`src/rtl/ar_rx_buf.sv`:
```
// ar_rx_buf - ARINC 429 receive word buffer.
//
// Captures words from the AR_RXD receiver (ce_wr strobe with sr_adr/sr_dat),
// passes them through a masked label filter and queues them in a
// first-word-fall-through FIFO of 2^DEPTH_LOG2 words. Matching words that
// arrive while the FIFO is full (with no simultaneous pop) are discarded and
// counted.
//
// Optional feature: define AR_RXBUF_DUP_FILT_EN to drop an accepted word that
// is identical (label and data) to the last word pushed.
//
// Ports:
//   clk, rst        clock, synchronous active-high reset
//   ce_wr           one-cycle word-valid strobe from the receiver
//   sr_adr, sr_dat  received label (8) and data field (23)
//   lbl_val/lbl_msk label compare value and per-bit compare enable
//   rd              pop strobe (ignored while empty)
//   rd_adr, rd_dat  head-of-FIFO word (asynchronous read)
//   empty, full     registered FIFO status
//   count           registered word count (DEPTH_LOG2+1 bits)
//   ovf, ovf_cnt    sticky overflow flag and saturating discard counter
//   clr_ovf         clears ovf/ovf_cnt (a same-cycle overflow wins)
module ar_rx_buf #(
    parameter int DEPTH_LOG2 = 3
) (
    input  logic                  clk,
    input  logic                  rst,
    input  logic                  ce_wr,
    input  logic [7:0]            sr_adr,
    input  logic [22:0]           sr_dat,
    input  logic [7:0]            lbl_val,
    input  logic [7:0]            lbl_msk,
    input  logic                  rd,
    output logic [7:0]            rd_adr,
    output logic [22:0]           rd_dat,
    output logic                  empty,
    output logic                  full,
    output logic [DEPTH_LOG2:0]   count,
    output logic                  ovf,
    output logic [7:0]            ovf_cnt,
    input  logic                  clr_ovf
);

    localparam int DEPTH_I = 1 << DEPTH_LOG2;
    localparam logic [DEPTH_LOG2:0] DEPTH_C = (DEPTH_LOG2 + 1)'(DEPTH_I);
    localparam logic [DEPTH_LOG2:0] CNT_ONE_C = (DEPTH_LOG2 + 1)'(1);
    localparam logic [DEPTH_LOG2-1:0] PTR_ONE_C = DEPTH_LOG2'(1);

    logic [30:0]           mem_r [0:DEPTH_I-1];
    logic [DEPTH_LOG2-1:0] wr_ptr_r;
    logic [DEPTH_LOG2-1:0] rd_ptr_r;
    logic [DEPTH_LOG2:0]   count_r;
    logic [DEPTH_LOG2:0]   count_nxt_s;
    logic                  empty_r;
    logic                  full_r;
    logic                  ovf_r;
    logic [7:0]            ovf_cnt_r;

    logic                  match_s;
    logic                  dup_s;
    logic                  acc_s;
    logic                  pop_s;
    logic                  push_s;
    logic                  ovf_ev_s;

    assign match_s = ce_wr && (((sr_adr ^ lbl_val) & lbl_msk) == 8'h00);

`ifdef AR_RXBUF_DUP_FILT_EN
    logic [30:0] last_word_r;
    logic        last_vld_r;

    assign dup_s = last_vld_r && (last_word_r == {sr_adr, sr_dat});

    // Remember the last word actually written so repeats can be suppressed.
    always_ff @(posedge clk) begin
        if (rst) begin
            last_vld_r  <= 1'b0;
            last_word_r <= 31'h0000_0000;
        end else if (push_s) begin
            last_vld_r  <= 1'b1;
            last_word_r <= {sr_adr, sr_dat};
        end else begin
            last_vld_r  <= last_vld_r;
            last_word_r <= last_word_r;
        end
    end
`else
    assign dup_s = 1'b0;
`endif

    assign acc_s    = match_s && !dup_s;
    assign pop_s    = rd && !empty_r;
    // When full, a same-cycle pop frees the slot, so the push still goes in.
    assign push_s   = acc_s && (!full_r || pop_s);
    assign ovf_ev_s = acc_s && full_r && !pop_s;

    // Next word count from the push/pop combination.
    always_comb begin
        count_nxt_s = count_r;
        case ({push_s, pop_s})
            2'b10:   count_nxt_s = count_r + CNT_ONE_C;
            2'b01:   count_nxt_s = count_r - CNT_ONE_C;
            default: count_nxt_s = count_r;
        endcase
    end

    // Storage array: no reset, written only on a successful push.
    always_ff @(posedge clk) begin
        if (push_s && !rst) begin
            mem_r[wr_ptr_r] <= {sr_adr, sr_dat};
        end
    end

    // Pointers and registered status; status is derived from the next count
    // so empty/full/count always agree.
    always_ff @(posedge clk) begin
        if (rst) begin
            wr_ptr_r <= '0;
            rd_ptr_r <= '0;
            count_r  <= '0;
            empty_r  <= 1'b1;
            full_r   <= 1'b0;
        end else begin
            if (push_s) begin
                wr_ptr_r <= wr_ptr_r + PTR_ONE_C;
            end else begin
                wr_ptr_r <= wr_ptr_r;
            end
            if (pop_s) begin
                rd_ptr_r <= rd_ptr_r + PTR_ONE_C;
            end else begin
                rd_ptr_r <= rd_ptr_r;
            end
            count_r <= count_nxt_s;
            empty_r <= (count_nxt_s == '0);
            full_r  <= (count_nxt_s == DEPTH_C);
        end
    end

    // Sticky overflow flag and saturating discard counter; an overflow in the
    // same cycle as clr_ovf restarts the count at one.
    always_ff @(posedge clk) begin
        if (rst) begin
            ovf_r     <= 1'b0;
            ovf_cnt_r <= 8'h00;
        end else if (ovf_ev_s) begin
            ovf_r <= 1'b1;
            if (clr_ovf) begin
                ovf_cnt_r <= 8'h01;
            end else if (ovf_cnt_r == 8'hFF) begin
                ovf_cnt_r <= 8'hFF;
            end else begin
                ovf_cnt_r <= ovf_cnt_r + 8'h01;
            end
        end else if (clr_ovf) begin
            ovf_r     <= 1'b0;
            ovf_cnt_r <= 8'h00;
        end else begin
            ovf_r     <= ovf_r;
            ovf_cnt_r <= ovf_cnt_r;
        end
    end

    assign {rd_adr, rd_dat} = mem_r[rd_ptr_r];
    assign empty   = empty_r;
    assign full    = full_r;
    assign count   = count_r;
    assign ovf     = ovf_r;
    assign ovf_cnt = ovf_cnt_r;

endmodule

```
`config.mk`:
```
export PLATFORM = sky130hd
export DESIGN_NAME = ar_rx_buf
export DESIGN_NICKNAME = d
export VERILOG_FILES = /design/src/rtl/ar_rx_buf.sv
export SDC_FILE = /design/constraint.sdc
export NUM_CORES = 1
export LEC_CHECK = 0
export CORE_MARGIN = 4
export CORE_UTILIZATION = 40
export DETAILED_ROUTE_END_ITERATION = 10
export GPL_TIMING_DRIVEN = 0
export PLACE_DENSITY = 0.68
export SLEW_MARGIN = 20
export SYNTH_ARGS = -nofsm -noshare
export SYNTH_HDL_FRONTEND = slang
export SYNTH_SLANG_ARGS = --single-unit
```
`constraint.sdc`:
```
create_clock -name clk -period 5.6 [get_ports clk]
set_input_delay 1.12 -clock clk [delete_from_list [all_inputs] [get_ports clk]]
set_output_delay 1.12 -clock clk [all_outputs]
set_load 0.005 [all_outputs]
```
======== Word level (Yosys, flattened, before mapping) ========
Memory sizes are Yosys's and may differ from the RTL's. A register that Yosys moved wholly into a read port is not among the register bits.
Index checks and enable logic that the tools add are counted.
cells by class
  add/sub/neg operators ................... 5
  equal/unequal tests ..................... 4
  mux-type cells .......................... 11
  bitwise logic cells ..................... 2
  reduce and logical (&&, ||, !) cells .... 14
operators with widths
  cell                 count
  $mux 8               4
  $add 8x1->8 const B  1
  $and 8x8->8          1
  $eq 8x8->1 const B   1
  $logic_not 8->1      1
  $pmux 4 s2           1
  $xor 8x8->8          1
  $add 3x1->3 const B  2
  $logic_and 1x1->1    6
  $mux 3               2
  $add 4x1->4 const B  1
  $eq 4x4->1 const B   1
  $logic_not 1->1      4
  $logic_not 4->1      1
  $mux 1               4
  $sub 4x1->4 const B  1
  $eq 2x1->1 const B   1
  $eq 2x2->1 const B   1
  $reduce_bool 2->1    1
  $logic_or 1x1->1     1
storage, ports and cells
  register bits ........................... 21
  bits in writable memories ............... 248
  input bits .............................. 52
  output and inout bits ................... 46
  logic and storage cells ................. 44
  memories ................................ 1
memory list
  memory  depth  bits a word  read ports  clocked after memory_dff  wr ports  RTL line  RTL
  mem_r   8      31           1           1                         1         49        logic [30:0] mem_r [0:DEPTH_I-1];

======== Longest topological paths before layout ========
  word-level depth ........................ 8
  gate-level depth with buffers ........... 11
  mapped depth without buffers ............ 11

======== Worst setup path before layout ========
Ideal clock, no wire load.
  path kind ............................... input to register
  from .................................... input port lbl_val[7]
  to ...................................... memory mem_r[4][0] (enable)
  library setup time ...................... 508 ps
  arrival time ............................ 5323 ps
  slack ................................... -231 ps
  stages .................................. 5
  buffers on the path ..................... 0
  path through ............................ xor2_1 > a222oi_1 > and4_4 > nand2_2 > nor4b_1
on the way
  longest elaborated chain between the ends .. 8
ends and longest elaborated chain
  element                       RTL line  RTL
  from (decl)                   31        input logic [7:0] lbl_val,
  $xor 8x8->8                   66        assign match_s = ce_wr && (((sr_adr ^ lbl_val) & lbl_msk) == 8'h00);
  $and 8x8->8                   66
  $logic_not 8->1               66
  $logic_and 1x1->1             66
  $logic_and 1x1->1             94        assign push_s = acc_s && (!full_r || pop_s);
  $logic_and 1x1->1             109       if (push_s && !rst) begin
  $mux 1                        109
  $mux 1 (implied by the code)  110       mem_r[wr_ptr_r] <= {sr_adr, sr_dat};
  to (decl)                     49
Every way passes these cells.

==> summary.md <==
| Metric | Value |
|---|---|
| Setup-failing EPs final | `0` |
| Pwr per Cell Area | `333 mW/mm^2` |
| Core Util, Final | `50.9%` |
| Slew headroom | `47.0%` |
| Cells along the critical path | `buf_1 > clkbuf_1 > mux4_2 > mux2_2 > clkdlybuf4s50_1` |
| Rows | `slightly below 60` |
| Number of global-route vias before repair | `5,886` |
| Worst endpoint data arrival time | `2.96 ns` |
| Post-Route WL | `~22,000 microns` |
| Largest net degree at the start of global routing | `15` |
| Post-route worst setup slack | `1.52 ns` |
| Run status | `completed` |
| Leading area contributor after synthesis | `edfxtp_1` |
| Hold Crit Class | `reg -> reg` |
| Total I/O pin count | `98` |
| Cells after synthesis | `507` |
| Num CTS Buffers | `27` |
| Drt wl/cell | `21.7 microns` |
| Core Area | `about 0.026 sq mm` |
| Setup CP Type | `reg -> out` |
| Die area | `0.0291 sq mm` |
| Post CTS Setup Buffer Count | `0` |
| Ys Warns | `0` |
| Die width | `171 microns` |
| Endpoints failing hold | `0` |
| Crit path max fanout | `10` |
| Layout cells sized above 1 | `29.7%` |
| DRT antenna net count | `0` |
| Sequential-to-total area share from yosys stat | `74.9%` |
| Iter 0 DRT Violations | `307` |
| Crit path largest cell delay | `around 0.65 ns` |
| Synth area leaders | `edfxtp_1, mux4_2, dfxtp_1` |
| Seq cells post-synth | `272` |
| Leakage | `0.00428 uW` |
| Post-synth cell types | `between 40 and 50` |
| Initial antenna violation count | `0` |
| Post-Synthesis Cell Area | `roughly 0.011 sq mm` |
| Vias/cell | `5.27` |
| Slowest cell on crit path | `clkbuf_1` |
| Syn_nets | `around 570` |
| Root Buffer | `clkbuf_16` |
| DP HPWL | `15,400 microns` |
| Worst Max-Slew Pin Slew | `0.795 ns` |
| CTS resizes | `0` |
| Clock Path Buffers | `3` |
| Final worst path period need | `4.08 ns` |
| Post-CTS Hold Buffers | `0` |
| Layout area overhead | `25.2%` |
| TritonCTS clock tree | `yes` |
| Remaining DRCs | `0` |
| Slew Viols, Final | `0` |
| RSZ-0062 raised after global routing | `false` |
| Number of port buffers | `96` |
| Final TNS setup | `0 ns` |
| Post-Layout Cell Count | `1,033` |
| Mean Syn Cell Area | `20.9 sq um` |
| Total grt overflow | `0` |
| WP buf/inv | `3` |
| Gr usage total | `15.5%` |
| Starting density of the core | `40.6%` |
| Crit-path leading delay family | `buffers and inverters` |
| Clk_lat worst skew | `0.53 ns` |
| Highest Clock Rate | `approximately 250 MHz` |
| Final hold slack | `roughly 0.55 ns` |
| Placement Setup Slack | `0.953 ns` |
| NumNets Final | `736` |
| Final period util | `72.8%` |
| Peak supply drop | `0.000215 V` |
| Startpoint types | `flip-flop` |
| Number of max-cap violations | `0` |
| Worst path required time | `4.48 ns` |
| CTS H-tree lvls | `1` |
| Vias post-DR | `between 5,000 and 6,000` |
| CP Capture Type | `output port` |
| Dpl cells | `983` |
| DRT Pass-1 Iters | `6` |
| Die height | `171 microns` |
| Clock sinks | `272` |
| Ant. Diodes | `0` |
| Clock transition at the registers of the reported paths | `0.06 ns` |
| First-pass GRT wire length | `34,400 microns` |
| Yosys top cell area share | `between 70% and 80%` |
| R2R setup slack | `roughly 2.8 ns` |
| Worst Clk Skew | `0.0157 ns` |
| Gpl congestion | `approximately 0.80` |
[tightest hold or removal path, cell delays in order, from the launching register on]
cell	delay, ns
dfxtp_1	0.31
mux2i_1	0.12
nor2_1	0.07
[metrics by stage]
step	power [uW]	area [sq um]
6_report	4420	13300
5_1_grt	4580	13300
4_1_cts	4460	13300
3_5_place_dp	2610	12300
3_3_place_gp	2600	12000
2_1_floorplan	2460	10600
[sequential cells by signal, summed over array words and instances (netlist names), named ones only]
name and flops:
ovf_cnt 8, empty 1, wr_ptr_r 3, full 1
ovf 1, mem_r 248, count 4, rd_ptr_r 3
[placed cells by master, fill, tap and decap left out, drive strengths merged, types with 2 or more instances in the layout]
cell type	n
a211oi	5
a21o	2
a21oi	9
a22oi	2
a311oi	2
a31oi	5
and3	2
and4	4
buf	55
bufinv	4
clkbuf	47
clkdlybuf4s50	96
clkinv	11
dfxtp	24
edfxtp	248
ha	6
inv	5
mux2	31
mux2i	2
mux4	62
nand2	6
nand3	4
nand4	3
nor2	18
nor2b	3
nor3	5
nor3b	2
nor4	2
nor4b	2
o21ai	3
xor2	12
[path summary, 6_finish.rpt]
path / start / end / depth (start not counted)
worst max-delay path: flip-flop / rd_dat[16] / 5
worst min-delay path: rd_ptr_r[1] / flip-flop / 2
worst max register to register: empty / full / 11
worst min register to register: rd_ptr_r[1] / flip-flop / 2
[layer usage]
metal	part of all wire (%)	global-route usage [%]	vias up
met5	0	0	-
met4	1.7	3.33	0
met3	4.9	2.75	28
met2	52	27.7	157
met1	41	19.9	2813
li1	-	-	2449
[cells by family (layout without fill, tap and decap cells)]
| family | after synthesis | after routing | synth area share (%) |
|---|---|---|---|
| AND/OR/NAND/NOR | 59 | 59 | 3.17 |
| XOR/XNOR | 13 | 13 | 1.08 |
| multiplexers | 95 | 95 | 16.7 |
| adder cells (fa/ha/maj) | 7 | 7 | 0.898 |
| flip-flops | 272 | 272 | 74.9 |
| AO/OA/AOI/OAI | 33 | 33 | 2.09 |
| buffers and inverters | 28 | 219 | 1.24 |
[synth_stat cells (all sizes together)]
library cell / instances
clkbuf: 14
fa: 1
or2: 1
and3: 2
nor2: 18
o21ai: 3
a21boi: 1
or2b: 1
buf: 10
a222oi: 1
nand2b: 1
a211oi: 5
or3: 1
nor4: 2
a311oi: 2
nand3b: 1
a31oi: 5
a21oi: 9
nand2: 6
ha: 6
inv: 4
edfxtp: 248
mux2i: 2
nand4: 3
nor4b: 2
nor2b: 3
nand3: 4
a41oi: 1
mux2: 31
a21o: 2
o31ai: 1
and2: 1
and2b: 1
mux4: 62
a41o: 1
xnor2: 1
dfxtp: 24
and4b: 1
xor2: 12
nor3b: 2
a22oi: 2
nor3: 5
and4: 4
[area by class of cell]
type                            instances  area, sq um
Buffer                                 24          116
Clock buffer                           33          738
Clock inverter                         17          191
Fill cell                            2065        12800
Inverter                                4         15.0
Multi-Input combinational cell        207         2580
Sequential cell                       272         7930
Tap cell                              335          419
Timing Repair Buffer                  141         1280
[power breakdown]
part	internal, uW	leakage, uW	total (uW)	switching [uW]
clock	1120	0.000461	1850	733
sequential	2220	0.00242	2230	6.98
combinational	188	0.00139	332	145
Power figures use the tool's default switching activity.
